## config.mk

```make
export PLATFORM = sky130hd
export DESIGN_NAME = dcache_direct
export DESIGN_NICKNAME = d
export VERILOG_FILES = /design/src/rtl/dcache_direct.sv
export SDC_FILE = /design/constraint.sdc
export NUM_CORES = 1
export LEC_CHECK = 0
export ABC_AREA = 0
export CELL_PAD_IN_SITES_DETAIL_PLACEMENT = 1
export CELL_PAD_IN_SITES_GLOBAL_PLACEMENT = 1
export CORE_MARGIN = 1
export CORE_UTILIZATION = 45
export CTS_CLUSTER_DIAMETER = 60
export CTS_CLUSTER_SIZE = 12
export DETAILED_ROUTE_END_ITERATION = 10
export PLACE_DENSITY = 0.79
export SLEW_MARGIN = 20
export SYNTH_ARGS = -nofsm -noshare
export SYNTH_HDL_FRONTEND = slang
export SYNTH_SLANG_ARGS = --single-unit
export TNS_END_PERCENT = 20
```

## constraint.sdc

```tcl
create_clock -name clk -period 8.1 [get_ports clk]
set_clock_uncertainty 0.15 [all_clocks]
set_input_delay 2.025 -clock clk [delete_from_list [all_inputs] [get_ports clk]]
set_output_delay 2.025 -clock clk [all_outputs]
set_load 0.1 [all_outputs]
```

## src/rtl/dcache_direct.sv

```systemverilog
`default_nettype none
// +----------------------------------------------------------------------------+
// | Module      : dcache_direct                                                |
// | Description : Direct-mapped, write-through, single-word-line data cache.   |
// |               Read hits return data combinationally with no stall. Read    |
// |               misses and all stores go to memory through a cs/stall        |
// |               handshake while the CPU is held on o_cpu_stall.              |
// |               Optional feature macro: DCACHE_WRITE_ALLOCATE_EN (a store    |
// |               miss also installs the line when the memory write ends).     |
// | Revision    : 1.0 - initial release                                        |
// +----------------------------------------------------------------------------+
module dcache_direct #(
  parameter int          INDEX_WIDTH = 3,
  parameter logic [31:0] IDLE_ADDR   = 32'hFFFF_FFFF
) (
  input  logic        clk,
  input  logic        rst,
  input  logic        i_cpu_req,
  input  logic        i_cpu_we,
  input  logic [31:0] i_cpu_addr,
  input  logic [31:0] i_cpu_din,
  output logic [31:0] o_cpu_dout,
  output logic        o_cpu_stall,
  output logic        o_mem_cs,
  output logic        o_mem_we,
  output logic [31:0] o_mem_addr,
  output logic [31:0] o_mem_din,
  input  logic [31:0] i_mem_dout,
  input  logic        i_mem_stall
);

  localparam int c_LINES = 1 << INDEX_WIDTH;
  localparam int c_TAG_W = 32 - INDEX_WIDTH;

  typedef enum logic [1:0] {
    S_IDLE  = 2'd0,
    S_FILL  = 2'd1,
    S_WRITE = 2'd2,
    S_DONE  = 2'd3
  } state_t;

  state_t              r_state;
  logic [c_LINES-1:0]  r_valid;
  logic [c_TAG_W-1:0]  r_tag  [c_LINES];
  logic [31:0]         r_data [c_LINES];
  logic [31:0]         r_addr;
  logic [31:0]         r_din;
  logic [31:0]         r_resp;
  logic                r_mem_cs;
  logic                r_mem_we;
  logic [31:0]         r_mem_addr;

  logic [INDEX_WIDTH-1:0] w_cpu_idx;
  logic [c_TAG_W-1:0]     w_cpu_tag;
  logic [INDEX_WIDTH-1:0] w_lat_idx;
  logic [c_TAG_W-1:0]     w_lat_tag;
  logic                   w_hit;
  logic                   w_fill_done;
  logic                   w_write_done;
  logic                   w_line_we;
  logic [31:0]            w_line_data;

  assign w_cpu_idx = i_cpu_addr[INDEX_WIDTH-1:0];
  assign w_cpu_tag = i_cpu_addr[31:INDEX_WIDTH];
  assign w_lat_idx = r_addr[INDEX_WIDTH-1:0];
  assign w_lat_tag = r_addr[31:INDEX_WIDTH];

  assign w_hit = r_valid[w_cpu_idx] && (r_tag[w_cpu_idx] == w_cpu_tag);

  // Memory transaction completes on the posedge that samples mem_stall low.
  assign w_fill_done  = (r_state == S_FILL)  && !i_mem_stall;
  assign w_write_done = (r_state == S_WRITE) && !i_mem_stall;

`ifdef DCACHE_WRITE_ALLOCATE_EN
  // Every completed store installs the line, hit or miss.
  assign w_line_we = w_fill_done || w_write_done;
`else
  // A store only touches the line when it already holds the same address.
  logic w_lat_hit;
  assign w_lat_hit = r_valid[w_lat_idx] && (r_tag[w_lat_idx] == w_lat_tag);
  assign w_line_we = w_fill_done || (w_write_done && w_lat_hit);
`endif

  assign w_line_data = w_fill_done ? i_mem_dout : r_din;

  assign o_mem_cs   = r_mem_cs;
  assign o_mem_we   = r_mem_we;
  assign o_mem_addr = r_mem_addr;
  assign o_mem_din  = r_din;

  // Control FSM: state, valid bits, latched request and registered memory bus.
  always_ff @(posedge clk) begin
    if (rst) begin
      r_state    <= S_IDLE;
      r_valid    <= '0;
      r_addr     <= '0;
      r_din      <= '0;
      r_resp     <= '0;
      r_mem_cs   <= 1'b0;
      r_mem_we   <= 1'b0;
      r_mem_addr <= IDLE_ADDR;
    end else begin
      if (w_line_we) begin
        r_valid[w_lat_idx] <= 1'b1;
      end
      case (r_state)
        S_IDLE: begin
          if (i_cpu_req && i_cpu_we) begin
            r_addr     <= i_cpu_addr;
            r_din      <= i_cpu_din;
            r_mem_cs   <= 1'b1;
            r_mem_we   <= 1'b1;
            r_mem_addr <= i_cpu_addr;
            r_state    <= S_WRITE;
          end else if (i_cpu_req && !w_hit) begin
            r_addr     <= i_cpu_addr;
            r_mem_cs   <= 1'b1;
            r_mem_we   <= 1'b0;
            r_mem_addr <= i_cpu_addr;
            r_state    <= S_FILL;
          end
        end
        S_FILL: begin
          if (!i_mem_stall) begin
            r_resp     <= i_mem_dout;
            r_mem_cs   <= 1'b0;
            r_mem_we   <= 1'b0;
            r_mem_addr <= IDLE_ADDR;
            r_state    <= S_DONE;
          end
        end
        S_WRITE: begin
          if (!i_mem_stall) begin
            r_mem_cs   <= 1'b0;
            r_mem_we   <= 1'b0;
            r_mem_addr <= IDLE_ADDR;
            r_state    <= S_DONE;
          end
        end
        S_DONE: begin
          r_state <= S_IDLE;
        end
        default: begin
          r_state <= S_IDLE;
        end
      endcase
    end
  end

  // Tag and data storage; no reset needed because the valid bits gate every use.
  always_ff @(posedge clk) begin
    if (!rst && w_line_we) begin
      r_tag[w_lat_idx]  <= w_lat_tag;
      r_data[w_lat_idx] <= w_line_data;
    end
  end

  // CPU-side response: stall on miss/store, hit data in IDLE, captured fill data in DONE.
  always_comb begin
    o_cpu_stall = 1'b0;
    o_cpu_dout  = r_resp;
    if (!rst) begin
      case (r_state)
        S_IDLE: begin
          o_cpu_stall = i_cpu_req && (i_cpu_we || !w_hit);
          o_cpu_dout  = r_data[w_cpu_idx];
        end
        S_FILL, S_WRITE: begin
          o_cpu_stall = 1'b1;
        end
        default: begin
          o_cpu_stall = 1'b0;
        end
      endcase
    end
  end

endmodule
`default_nettype wire

```

==> key figures <==
Status
  • Outcome: completed

Min path
  • Worst hold start: r_resp[18]$_SDFFE_PP0P_
  • Worst Hold Path EP: r_resp[18]$_SDFFE_PP0P_
  • Hold depth: 2
  • Worst min path class: register to register

Detailed routing
  • Iter 0 DRT Violations: 1392
  • Final ANT Viol Nets: 0
  • Routed wire length per instance: 26.28 microns
  • Total wire length: 70020 microns
  • Drt drc: 0
  • Vias per inst: 5.933
  • First-pass DRT Iterations: 5
  • Via Count: 15805

Setup path
  • Worst path cell trace: buf_6 -> buf_4 -> mux4_2 -> mux2i_1 -> xnor2_1 -> nor3_1 -> nand4_1 -> o31ai_4 -> a211oi_2 -> buf_12
  • Worst path max stage delay: 570 ps
  • Reg2Reg Depth: 10
  • FF-to-FF End: r_tag[0][6]$_DFFE_PP_
  • Required time of the critical path: 5930 ps
  • Crit Path Category: input port to output pin
  • CP Buf/Inv Count: 3
  • WP data arrival: 5160 ps
  • Family with the most delay on the worst path: buffers and inverters
  • Worst path depth: 10
  • CP Launch Type: input port
  • Slowest stage cell, crit path: mux4_2
  • Crit-path max FO: 35
  • Reg2Reg Setup Slack: 2310 ps
  • Critical Path Sink Type: output pin

Power and ir drop
  • Max IR drop VDD: 0.1720 mV
  • Pwr/cell area: 290.2 nW/um^2
  • Pleak: 10.28 nW

Synth
  • Number of enable flip-flop cells after synthesis: 488
  • Post-synth top flop: edfxtp_1
  • Synth unique cells: 51
  • Post-Syn Area: 26270 sq um
  • Post-synth top area share: 55.77%
  • Sequential fraction of the synthesis area: 66.67%
  • Area contributors post-synth: edfxtp_1 (56%), mux4_2 (14%), dfxtp_1 (11%)
  • FFs w/ async S/R, synth: 0%
  • Synth Instances: 1654
  • Syn Nets: 1759
  • Seq cells post-synth: 631
  • Yosys warning count: 0
  • Syn_area_per_cell: 15.89 sq um
  • Synth area leader: edfxtp_1

Cells and area
  • Ratio of cells with drive above 1 in the final layout: 18.48%
  • # nets final: 1952
  • Fin util: 53.99%
  • Area Overhead vs Synth: 18.56%
  • Commonest cells after routing, fill and taps aside: edfxtp_1 (488), nand2_1 (294), mux4_2 (167)
  • Commonest non-fill, non-tap cell in the layout: edfxtp_1
  • ANT cells: 0

STA
  • Final Hold Viols: 0
  • Highest clock rate: 136.4 MHz
  • Final setup viols: 0
  • Slew HR: 24.56%
  • Slew @ Worst Pin: 1128 ps
  • Final Critical Period: 7331 ps
  • Final setup margin: 768.5 ps
  • Final Cycle Share: 90.51%
  • Unrepaired setup endpoints after global routing: no
  • Max-slew violations: 0
  • Hold_ws: 305.1 ps
  • TNS Setup: 0 ps

Die
  • Die height: 243.6 microns
  • IO Pins: 200
  • Core area: 57700 sq um
  • Die Span X: 243.6 microns
  • Row cnt: 88
  • Die ar.: 59360 sq um
  • Starting Density: 45.54%

Placed design
  • HPWL Detailed: 41210 microns
  • Post-placement setup slack: 732.8 ps
  • Routability cong.: 0.8058
  • Port Buffer Count: 199

GRT
  • Largest net degree at the start of global routing: 71
  • First-pass GRT wire length: 106300 microns
  • Total gr overflow: 0
  • Initial antenna violation count: 1
  • Global Route Usage Sum: 23.84%
  • Vias in the first global route: 17135

Clock network
  • CTS sink count: 631
  • Post-CTS sizing: 0
  • Clock buffer depth: 3
  • TritonCTS clock tree: built
  • CTS Buf Count: 66
  • Post-CTS Hold Fix Bufs: 0
  • Root Buffer: clkbuf_16
  • H-tree depth: 3
  • # Post-CTS Setup Buffers: 0
  • Clk slew on worst S/H paths: 60 ps
  • Worst skew pair latency: 600 ps

Flow run
  • Max-cap violations: 0
-- flip-flops by register name, summed over array words and instances, names as in the netlist, named ones only --
register    count
r_addr         32
r_valid         8
o_mem_we        1
o_mem_din      32
r_state         2
o_mem_cs        1
o_mem_addr     32
r_data        256
r_resp         32
r_tag         232
-- synth_stat cells, types with 3 or more instances --
| master | n |
|---|---|
| mux4_2 | 167 |
| a2111oi_0 | 3 |
| dfxtp_1 | 143 |
| nor3_1 | 8 |
| a21oi_1 | 102 |
| clkbuf_1 | 57 |
| inv_1 | 10 |
| mux2_2 | 7 |
| xnor2_1 | 43 |
| and3_1 | 5 |
| buf_2 | 24 |
| or4_1 | 3 |
| o2bb2ai_1 | 6 |
| nand2b_1 | 4 |
| buf_6 | 7 |
| o22ai_1 | 5 |
| mux2i_1 | 106 |
| a22oi_1 | 10 |
| buf_1 | 17 |
| o32a_1 | 32 |
| nor2b_1 | 4 |
| nand2_1 | 295 |
| nand4_1 | 5 |
| nand3_1 | 5 |
| nor4_1 | 7 |
| nor2_1 | 16 |
| and2_1 | 3 |
| ha_1 | 4 |
| edfxtp_1 | 488 |
| o32ai_1 | 3 |
| o21ai_0 | 37 |
| xor2_1 | 7 |
-- report_power, final --
group	switching, W	internal, W
Clock	0.00126	0.00167
Combinational	0.00157	0.000607
Sequential	0.000189	0.00374
Total	0.00302	0.00602
-- layout make-up --
cell class	count	area, sq um
multi-input combinational	906	8315
tap	765	957.2
timing repair buffer	232	2261
sequential	631	17530
clock inverter	12	138.9
clock buffer	108	1914
fill	5426	26550
inverter	10	37.54
-- worst register-to-register path, stage by stage (launching register included) --
cell and delay, ps:
dfxtp_4 820, buf_4 420, mux4_2 550, mux2i_1 190, xnor2_1 180, nor4_1 570, nand4_1 360, o21ai_0 360
nand3b_1 460, nor3_2 880, buf_12 460
-- how the worst max path moves through the flow --
stage	from	end	slack, ps
6_report	i_cpu_addr[0]	o_cpu_stall	770
5_1_grt	i_cpu_addr[0]	o_cpu_stall	570
4_1_cts	i_cpu_addr[0]	o_cpu_stall	710
3_5_place_dp	i_cpu_addr[0]	o_cpu_stall	730
3_3_place_gp	i_cpu_addr[0]	o_cpu_stall	770
2_1_floorplan	i_cpu_addr[0]	o_cpu_dout[15]	-240
-- cell families after synthesis --
logic type	Yosys count	synth area share [%]
AO/OA/AOI/OAI	211	5.153
AND/OR/NAND/NOR	361	5.653
XOR/XNOR	50	1.667
buffers and inverters	117	2.014
flip-flops	631	66.67
multiplexers	280	18.65
adder cells (fa/ha/maj)	4	0.1905
-- routing by layer --
metal  vias to the layer above  track usage, %  part of all wire (%)
li1                       6825               -                     -
met1                      8235           31.91                    41
met2                       611           39.48                    49
met3                       132           4.175                   6.4
met4                         2           7.996                   2.7
met5                         -               0                 0.019
-- metrics by stage --
| stage | instances | power [W] | area, sq um |
|---|---|---|---|
| after floorplan | 1654 | 0.005540 | 26280 |
| after global placement | 2544 | 0.006119 | 29090 |
| after detailed placement | 2544 | 0.006177 | 29090 |
| after CTS | 2664 | 0.009112 | 31140 |
| after global routing | 2664 | 0.009339 | 31150 |
| final | 2664 | 0.009039 | 31150 |
Power figures use the tool's default switching activity.
